==> src/rtl/fetch_ctrl.sv <==
// Instruction-fetch sequencer: drives the PC register, runs a single-outstanding
// req/ack handshake with instruction memory and feeds IF/ID through a one-entry buffer.
module fetch_ctrl #(
   parameter int unsigned      WIDTH    = 32,
   parameter logic [WIDTH-1:0] RESET_PC = WIDTH'(32'h0040_0000)
) (
   input  logic             clk,
   input  logic             rst,
   input  logic [WIDTH-1:0] pc,
   output logic             pc_en,
   output logic [WIDTH-1:0] npc,
   output logic             imem_req,
   output logic [WIDTH-1:0] imem_addr,
   input  logic             imem_ack,
   input  logic [WIDTH-1:0] imem_rdata,
   output logic             if_valid,
   output logic [WIDTH-1:0] if_inst,
   output logic [WIDTH-1:0] if_pc,
   input  logic             id_ready,
   input  logic             redirect_valid,
   input  logic [WIDTH-1:0] redirect_target
);

   typedef enum logic [1:0] {BOOT, FETCH, WAIT, DROP} state_t;

   state_t           state, state_nxt;
   logic [WIDTH-1:0] req_addr;
   logic [WIDTH-1:0] cpl_addr;
   logic             can_fill;
   logic             complete;
   logic             load_req;
   logic             flush;

   function automatic logic [WIDTH-1:0] inc4(input logic [WIDTH-1:0] a);
      return a + WIDTH'(4);
   endfunction

   always_comb begin
      can_fill  = !if_valid || id_ready;
      flush     = redirect_valid && (state != BOOT);
      state_nxt = state;
      pc_en     = 1'b0;
      npc       = inc4(pc);
      imem_req  = 1'b0;
      imem_addr = req_addr;
      cpl_addr  = req_addr;
      complete  = 1'b0;
      load_req  = 1'b0;

      case (state)
         BOOT: begin
            pc_en     = 1'b1;
            npc       = RESET_PC;
            state_nxt = FETCH;
         end
         FETCH: begin
            if (can_fill) begin
               imem_req  = 1'b1;
               imem_addr = pc;
               cpl_addr  = pc;
               load_req  = 1'b1;
               if (imem_ack) complete  = 1'b1;
               else          state_nxt = WAIT;
            end
         end
         WAIT: begin
            imem_req = 1'b1;
            if (imem_ack) begin
               complete  = 1'b1;
               state_nxt = FETCH;
            end
         end
         DROP: begin
            imem_req = 1'b1;
            if (imem_ack) state_nxt = FETCH;
         end
         default: state_nxt = BOOT;
      endcase

      if (complete) begin
         pc_en = 1'b1;
         npc   = inc4(cpl_addr);
      end

      // A redirect wins over any completion; a still-pending request must be drained in DROP.
      if (flush) begin
         pc_en     = 1'b1;
         npc       = redirect_target;
         complete  = 1'b0;
         state_nxt = (imem_req && !imem_ack) ? DROP : FETCH;
      end
   end

   always_ff @(posedge clk or negedge rst) begin
      if (!rst) begin
         state    <= BOOT;
         req_addr <= '0;
      end else begin
         state <= state_nxt;
         if (load_req) req_addr <= pc;
      end
   end

   always_ff @(posedge clk or negedge rst) begin
      if (!rst) begin
         if_valid <= 1'b0;
         if_inst  <= '0;
         if_pc    <= '0;
      end else if (flush) begin
         if_valid <= 1'b0;
      end else if (complete) begin
         if_valid <= 1'b1;
         if_inst  <= imem_rdata;
         if_pc    <= cpl_addr;
      end else if (if_valid && id_ready) begin
         if_valid <= 1'b0;
      end
   end

endmodule

==> config.mk <==
export PLATFORM = sky130hd
export DESIGN_NAME = fetch_ctrl
export DESIGN_NICKNAME = d
export VERILOG_FILES = /design/src/rtl/fetch_ctrl.sv
export SDC_FILE = /design/constraint.sdc
export NUM_CORES = 1
export LEC_CHECK = 0
export ABC_AREA = 1
export CAP_MARGIN = 20
export CORE_AREA = 2 2 171 106
export CTS_BUF_LIST = sky130_fd_sc_hd__clkbuf_16
export CTS_CLUSTER_SIZE = 30
export DETAILED_ROUTE_END_ITERATION = 10
export DIE_AREA = 0 0 173 108
export PLACE_DENSITY = 0.78
export SYNTH_ARGS = -nofsm -noshare
export SYNTH_HDL_FRONTEND = slang
export SYNTH_SLANG_ARGS = --single-unit
==> constraint.sdc <==
create_clock -name clk -period 2.24 [get_ports clk]
set_input_delay 0.224 -clock clk [delete_from_list [all_inputs] [get_ports clk]]
set_output_delay 0.224 -clock clk [all_outputs]
set_load 0.02 [all_outputs]
# --- Word-level counts from Yosys, hierarchy flattened ---
# Cells that the tools add are included.
totals:
  out_inout_bits: 131
  register_bits: 99
  wordCells: 50
  in_bits: 101
classes:
  eq_ne: 6
  n_bitwise: 1
  mux: 24
  add_sub_neg: 2
  n_reduce_logical: 12
ops:
  columns: ["cell", "n"]
  rows:
  - ["$mux 32", 5]
  - ["$add 32x3->32 const B", 2]
  - ["$mux 1", 11]
  - ["$mux 2", 5]
  - ["$ne 3x3->1 const B", 2]
  - ["$pmux 2 s3", 1]
  - ["$eq 2x2->1 const B", 2]
  - ["$pmux 1 s2", 2]
  - ["$logic_and 1x1->1", 3]
  - ["$ne 3x1->1 const B", 1]
  - ["$reduce_and 3->1", 1]
  - ["$reduce_bool 3->1", 1]
  - ["$eq 2x1->1 const B", 1]
  - ["$logic_not 1->1", 2]
  - ["$logic_not 2->1", 1]
  - ["$reduce_and 2->1", 1]
  - ["$reduce_bool 2->1", 1]
  - ["$reduce_or 2->1", 1]
  - ["$logic_or 1x1->1", 1]
  - ["$not 1->1", 1]

# --- Logic depth before layout (Yosys ltp) ---
# Gate-level depths: netlist of run 1.
depth:
  depth_word: 7
  mapped_depth: 16
  mapped_depth_nobuf: 15

# --- Least setup slack after synthesis of run 1 ---
# OpenSTA, ideal clock, no wires.
synth_path:
  kind: "reg-to-output"
  from: "register state[1]"
  to: "output npc[10]"
  path_stages_with_launch: 14
  slack_ns: -0.598
  required_time_ns: 2.016
  path_buffers: 2
  arrival_ns: 2.614
  cell_sequence: "dfrtp_1 -> inv_1 -> ha_1 -> buf_4 -> nand2_8 -> buf_8 -> o21ai_4 -> ha_1 -> nand3_1 -> nor2_1 -> nand3_1 -> a21oi_1 -> o21ai_0 -> o21ai_0"
synth_between:
  elab_chain_cells: 5
  word_cells_on_any_way: 11
  cone_classes: "1 x add/sub; 2 x eq/ne; 5 x mux; 3 x reduce/logical"
synth_lines:
  columns: ["item", "line", "rtl"]
  rows:
  - ["from (decl)", "26", "state_t state, state_nxt;"]
  - ["from (signal assigned)", "99", "state <= state_nxt;"]
  - ["$eq 2x1->1", null, null]
  - ["$mux 32", null, null]
  - ["via imem_addr[3]", "13", "output logic [WIDTH-1:0] imem_addr,"]
  - ["$add 32x3->32", "35", "return a + WIDTH'(4);"]
  - ["$mux 32", "80", "if (complete) begin"]
  - ["$mux 32", "86", "if (flush) begin"]
  - ["to (decl)", "11", "output logic [WIDTH-1:0] npc,"]
# The timed path passes the listed nets, and every way through them passes these cells.

# --- Worst setup path in the final report of run 1 ---
layout_path:
  from: "register state[1]"
  to: "output npc[10]"
layout_between:
  elab_chain_cells: 5
  word_cells_on_any_way: 11
  cone_classes: "1 x add/sub; 2 x eq/ne; 5 x mux; 3 x reduce/logical"
layout_lines:
  columns: ["item", "line", "rtl"]
  rows:
  - ["$eq 2x1->1", "50", "case (state)"]
  - ["$mux 32", "50", null]
  - ["$add 32x3->32", "35", null]
  - ["$mux 32", "80", null]
  - ["$mux 32 (*)", "86", null]
# Every way passes the cells marked *; elsewhere a longest branch is shown, timed or not.

==> impl_metrics.csv, run 1 <==
group,metric,value,unit
sta,hold_viol_final,0,
pwr,p_comb_share,76.7,%
worst_hold_path,min_path_type,"primary input to register",
synthesis,syn_nets,1149,
placed_design,gp_congestion,1.01,
cts,cts-root-buf,"clkbuf_16",
placed_design,place_area,11400,µm²
critical_path,cp_slowest_cell,"dfrtp_1",
pwr,power.share.switching,48.4,%
critical_path,critPathBufInv,3,
global_route,grt_use_total,33.7,%
synthesis,synthArstFlopShare,100,%
sta,final-max-slew-violation-count,0,
cts,path_clk_slew,0.08,ns
synthesis,synth-seq-area-share,36.8,%
routing,drt-wirelength-per-cell,18.7,µm
placed_design,pre_cts_slack,-1.04,ns
finish,regArea,2480,µm²
critical_path,worstSetupEndpointType,"output port",
cts,cts_tree,"built",
routing,via_count,9426,
pwr,seqPwrFrac,15.4,%
critical_path,path_class,"register to output port",
finish,diodes,0,
critical_path,cp.required,2.02,ns
synthesis,synthCells,1042,
die,core,16900,µm²
global_route,grt_pass1_vias,9056,
critical_path,slowest_delay,0.40,ns
pwr,p_int,10500,µW
sta,holdWs,0.397,ns
finish,fill_cells,1140,
global_route,antenna_found_initial,0,
critical_path,critPathArrivalTime,2.81,ns
finish,multi_input_area,4670,µm²
sta,fin_ws,-0.790,ns
placed_design,dp_cells,1718,
finish,drive_above_1_share,38.3,%
routing,ant_nets,0,
pwr,switchingPower,9810,µW
cts,clock_sinks,99,
sta,setup_viol,38,
routing,viasPerCell,5.28,
routing,route.detailed.drc,0,
placed_design,hpwl,23700,µm
critical_path,startpoint_type,"register",
cts,cts_inserted_buffers,9,
critical_path,path_cells,"inv_2 > ha_4 > nand2_8 > o21ai_4 > ha_4 > nand3_4 > nor2_4 > nand3_4 > buf_4 > a21oi_4 > o21ai_2 > o21ai_2 > buf_6",
finish,fin_area,13000,µm²
pwr,fin_total_pwr,20300,µW
synthesis,syn-cell-area,6730,µm²
synthesis,yosysWarnings,0,
global_route,grt_max_degree,100,
cts,h-tree-depth,3,
finish,nets,1653,
critical_path,path_delay_family,"compound AO/OA/AOI/OAI gates",
routing,drt_iter0_markers,1017,
die,dieArea,18700,µm²
placed_design,port-buffer-count,231,
sta,fmaxAchievable,0.330,GHz
sta,slew_headroom,61.6,%
sta,fin_crit,3.03,ns
routing,dr.pass1.iters,5,
die,io_pins,232,
die,start_util,39.7,%
sta,skew,0.0111,ns
sta,rsz0062_at_grt,"true",
die,rows,37,
cts,cts_buffer_depth,2,
synthesis,synth-seq-cells,99,
run_status,status,"complete, but fails checks",
run,cap_violations,0,
sta,fin_crit_sh,135,%
synthesis,avgSynthCellArea,6.46,µm²
global_route,grt_pass1_wl,48700,µm
die,die_w,173,µm
synthesis,synth_cell_types,43,
synthesis,synth_edf_count,0,
finish,final_common_cell,"nand2_1",
sta,tightest_slew,0.576,ns
pwr,power.density,1560,nW/µm²
critical_path,cp_max_fo,6,
die,die_y,108,µm
synthesis,synthFlopType,"dfrtp_1",
cts,worstSkewPairLatency,0.36,ns
pwr,p_leak,0.00642,µW
finish,final_cell_mix,"nand2_1, buf_4, clkdlybuf4s50_1",
global_route,gr-total-overflow,0,
run_status,violations,"negative setup slack",
routing,wl,33400,µm
finish,finalNonFillerCells,1785,
finish,area_delta_synth_final,93.8,%
pwr,clkPwrFrac,7.9,%
pwr,ir_drop,0.00110,V
-- tightest hold or removal path, cell delays in order --
cell and delay (ns):
clkdlybuf4s50_1 0.39, nand2_1 0.06, nand2_1 0.04
-- registers in the layout (all words and copies together) (netlist names) --
register,flops
req_addr,32
if_valid,1
if_inst,32
state,2
if_pc,32
-- worst paths after layout --
| kind | depth (start not counted) | start | slack [ns] | to |
|---|---|---|---|---|
| max in group asynchronous | 3 | rst | 1.34 | req_addr[16] |
| hold / removal | 3 | imem_rdata[23] | 0.40 | if_inst[23] |
| min in group asynchronous | 3 | rst | 0.44 | if_inst[3] |
| setup reg to reg | 12 | state[1] | 0.07 | if_pc[7] |
| setup / recovery | 13 | state[1] | -0.79 | npc[10] |
| hold reg to reg | 2 | if_inst[29] | 0.48 | if_inst[29] |
-- Yosys cell counts, types with 2 or more instances --
| master | number | share of area (%) |
|---|---|---|
| nand2_1 | 423 | 24 |
| a31oi_1 | 10 | 0.93 |
| nor2_1 | 89 | 5.0 |
| buf_2 | 11 | 0.82 |
| nand3_2 | 2 | 0.30 |
| o21ai_2 | 2 | 0.26 |
| o31ai_1 | 4 | 0.45 |
| nor2_2 | 11 | 1.0 |
| buf_6 | 3 | 0.50 |
| a21oi_1 | 27 | 2.0 |
| or2_2 | 2 | 0.19 |
| nand3b_1 | 8 | 0.89 |
| ha_1 | 6 | 1.1 |
| dfrtp_1 | 99 | 37 |
| xor2_1 | 7 | 0.91 |
| o21ai_0 | 50 | 3.7 |
| a22oi_1 | 2 | 0.22 |
| nand2_2 | 17 | 1.6 |
| inv_2 | 4 | 0.22 |
| nor3_2 | 3 | 0.45 |
| nor2_4 | 4 | 0.67 |
| inv_1 | 93 | 5.2 |
| nand3_1 | 102 | 7.6 |
| nor3_1 | 12 | 0.89 |
| nand4_1 | 6 | 0.56 |
| buf_4 | 4 | 0.45 |
| o21ai_1 | 9 | 0.67 |
| clkbuf_1 | 17 | 0.95 |
-- per-layer routing --
metal	wire length [µm]	track usage [%]	part of all wire (%)	vias up
met1	13400	43.8	40	4412
met3	3720	9.46	11	110
met4	1420	13.3	4.2	0
li1	-	-	-	4321
met5	0	0	0	-
met2	14800	53.7	44	583
-- power groups by stage --
| stage | Clock, µW | Combinational [µW] | Sequential (µW) |
|---|---|---|---|
| global route | 1670 | 16300 | 3210 |
| CTS | 1610 | 14000 | 3070 |
| finish | 1600 | 15600 | 3130 |
| detailed placement | 0 | 12500 | 3060 |
| floorplan | 0 | 5430 | 3640 |
| global placement | 0 | 12400 | 3030 |
-- metrics by stage --
| stage | TNS (ns) | utilization, % |
|---|---|---|
| 5_1_grt | -25.02 | 77.0 |
| 2_1_floorplan | -3.64 | - |
| 4_1_cts | -19.28 | 73.9 |
| 6_report | -22.28 | 77.0 |
| 3_5_place_dp | -58.97 | 67.1 |
| 3_3_place_gp | -53.71 | 67.1 |
-- timing repair --
item                                   CTS  global route
gates resized for setup                443           118
endpoints found under the hold margin   99             0
hold buffers                             1             0
gates cloned                             4             2
buffers inserted                        30            20
pin swaps                               42            42
setup endpoints to repair              130           124
-- logic make-up after synthesis --
group | after synthesis | synth area share [%]
flip-flops | 99 | 36.8
AO/OA/AOI/OAI | 111 | 9.20
XOR/XNOR | 8 | 1.04
AND/OR/NAND/NOR | 684 | 43.4
adder cells (fa/ha/maj) | 6 | 1.12
buffers and inverters | 134 | 8.40
-- layout make-up --
cell class                 count  share of cell area (%)
clock buffer                   9                    1.73
sequential                    99                    19.0
tap                          234                    2.24
timing repair buffer         528                    37.7
clock inverter                 7                   0.585
inverter                      98                    2.97
multi-input combinational    810                    35.8
No activity file was read; power rests on OpenSTA's default activity.
==> inputs of run 2 (changes only) <==
--- a/config.mk
+++ b/config.mk
@@ -7,12 +7,12 @@
 export LEC_CHECK = 0
 export ABC_AREA = 1
 export CAP_MARGIN = 20
-export CORE_AREA = 2 2 171 106
+export CORE_AREA = 2 2 167 104
 export CTS_BUF_LIST = sky130_fd_sc_hd__clkbuf_16
 export CTS_CLUSTER_SIZE = 30
 export DETAILED_ROUTE_END_ITERATION = 10
-export DIE_AREA = 0 0 173 108
-export PLACE_DENSITY = 0.78
+export DIE_AREA = 0 0 169 106
+export PLACE_DENSITY = 0.81
 export SYNTH_ARGS = -nofsm -noshare
 export SYNTH_HDL_FRONTEND = slang
 export SYNTH_SLANG_ARGS = --single-unit
==> run 2 against run 1 <==
The flow still finishes with violations (negative setup slack). Die area is 4.1% lower. Combinational power increased by 9.6%. Sequential cell count unchanged. Critical path type unchanged. Clock power barely moved. Global-route usage down 0.34 points. Critical endpoint is now npc[25].
==> impl_metrics.csv, run 2 (same netlist as run 1, synthesis figures left out) <==
group,metric,value,unit
finish,finalNonFillerCells,1794,
die,io_pins,232,
finish,diodes,0,
sta,hold_viol_final,0,
sta,tns,-31.53,ns
routing,via_count,10400,
run_status,violations,"negative setup slack",
sta,setup_viol,117,
global_route,antenna_found_initial,0,
finish,nets,1682,
routing,ant_nets,0,
finish,fill_cells,959,
global_route,grt_pass1_wl,45900,µm
global_route,grt_pass1_vias,8498,
sta,fmaxAchievable,0.314,GHz
critical_path,crit_top_cell,"nand2_8",
cts,clock_sinks,99,
critical_path,cp.required,2.02,ns
cts,cts-root-buf,"clkbuf_16",
critical_path,path_class,"register to output port",
routing,drt-wirelength-per-cell,22.0,µm
sta,final-max-slew-violation-count,0,
run_status,status,"complete, but fails checks",
cts,h-tree-depth,3,
global_route,grt_max_degree,90,
critical_path,startpoint_type,"register",
critical_path,cp_slowest_cell,"dfrtp_1",
finish,final_common_cell,"nand2_1",
die,dieArea,17900,µm²
worst_hold_path,min_path_type,"primary input to asynchronous set/reset pin",
finish,final_cell_mix,"nand2_1, buf_4, clkdlybuf4s50_1",
run,cap_violations,0,
die,rows,37,
critical_path,cp_max_fo,8,
finish,area_delta_synth_final,103,%
die,die_w,169,µm
routing,wl,39500,µm
sta,fin_crit,3.19,ns
pwr,power.density,1600,nW/µm²
cts,cts_tree,"built",
pwr,p_leak,0.00681,µW
placed_design,port-buffer-count,231,
pwr,ir_drop,0.00104,V
finish,fin_area,13600,µm²
routing,route.detailed.drc,0,
sta,tightest_slew,0.542,ns
sta,fin_ws,-0.947,ns
global_route,grt_use_total,33.4,%
global_route,gr-total-overflow,0,
placed_design,gp_congestion,1.02,
sta,skew,0.0133,ns
routing,drt_iter0_markers,1405,
critical_path,worstSetupEndpointType,"output port",
critical_path,path_cells,"inv_2 > ha_4 > buf_12 > nand2_8 > clkbuf_16 > buf_6 > nand2_4 > nand2_8 > nand2_8 > nor2_4 > nand2_2 > nor2_4 > nand3_2 > nand2_2 > nand2_4 > a21oi_4 > buf_6",
sta,slew_headroom,63.8,%
cts,worstSkewPairLatency,0.36,ns
routing,viasPerCell,5.79,
sta,rsz0062_at_grt,"true",
cts,path_clk_slew,0.09,ns
finish,drive_above_1_share,41.7,%
die,start_util,40.6,%
critical_path,slowest_delay,0.41,ns
pwr,fin_total_pwr,21900,µW
cts,cts_buffer_depth,2,
sta,fin_crit_sh,142,%
die,core,16600,µm²
die,die_y,106,µm
finish,top_regs,"if_inst: 32 flops, if_pc: 32 flops, req_addr: 32 flops",
routing,dr.pass1.iters,7,
placed_design,place_area,11400,µm²
cts,cts_inserted_buffers,9,
placed_design,hpwl,24100,µm
critical_path,critPathArrivalTime,2.96,ns
placed_design,dp_cells,1704,
placed_design,pre_cts_slack,-1.15,ns
-- run 2: cell types whose count changed in the layout (fill, tap and decap cells not counted), moves of 5 or more --
| cell | previous run | this run |
|---|---|---|
| clkbuf_2 | 4 | 12 |
| nor2_2 | 20 | 15 |
| nand2_4 | 19 | 44 |
| clkbuf_16 | 11 | 17 |
| nor2_4 | 22 | 31 |
| buf_6 | 71 | 78 |
| nand2_1 | 358 | 336 |
| buf_4 | 250 | 266 |
| buf_2 | 9 | 2 |
-- run 2: stage by stage --
stage          utilization (%)  hold WS (ns)
5_1_grt                   82.3         0.411
2_1_floorplan                -       -0.0716
3_5_place_dp              68.8         0.239
3_3_place_gp              68.8         0.239
4_1_cts                   72.4         0.404
6_report                  82.3         0.386
-- run 2: layer usage --
metal	GRT usage, %	vias up	wire length (µm)
met5	0	-	0
met1	46.4	4802	14600
met4	11.9	0	2700
met2	50.5	921	17100
met3	8.56	265	5160
li1	-	4396	-
-- run 2: path summary, 6_finish.rpt --
check,startpoint,end,slack (ns),cells after the start
max,state[1],npc[25],-0.95,17
min,rst,if_pc[24],0.39,2
max reg2reg,state[1],if_pc[9],-0.18,13
min reg2reg,req_addr[28],req_addr[28],0.48,2
max in group asynchronous,rst,if_pc[8],1.26,3
min in group clk,imem_rdata[13],if_inst[13],0.41,3
-- run 2: power breakdown --
part,internal [µW],switching (µW)
logic,7600,9510
registers,2620,566
clock network,777,805
total,11000,10900
-- run 2: critical path, delay by kind of cell, from the launching register on --
kind	cells	cell delay (ns)
fa+ha+maj	1	0.18
buf+inv	5	0.63
compound gates	1	0.15
simple gates	10	1.19
flops	1	0.41
-- run 2: final cells by class --
cell class              count  area (µm²)  share of cell area [%]
multi-input cells         812        4990                    36.6
inverters                  98         399                    2.92
repair buffers            555        5230                    38.3
clock buffers               9         225                    1.65
flip-flops and latches     99        2480                    18.2
well taps                 214         268                    1.96
clock inverters             7        58.8                   0.431
-- run 2: repair_timing --
| action | 4_1_cts | 5_1_grt |
|---|---|---|
| gates cloned | 2 | 12 |
| gates resized for setup | 256 | 392 |
| pin swaps | 10 | 105 |
| hold endpoints to repair | 36 | 0 |
| hold buffers | 1 | 0 |
| setup endpoints to repair | 131 | 130 |
| setup buffers | 10 | 52 |
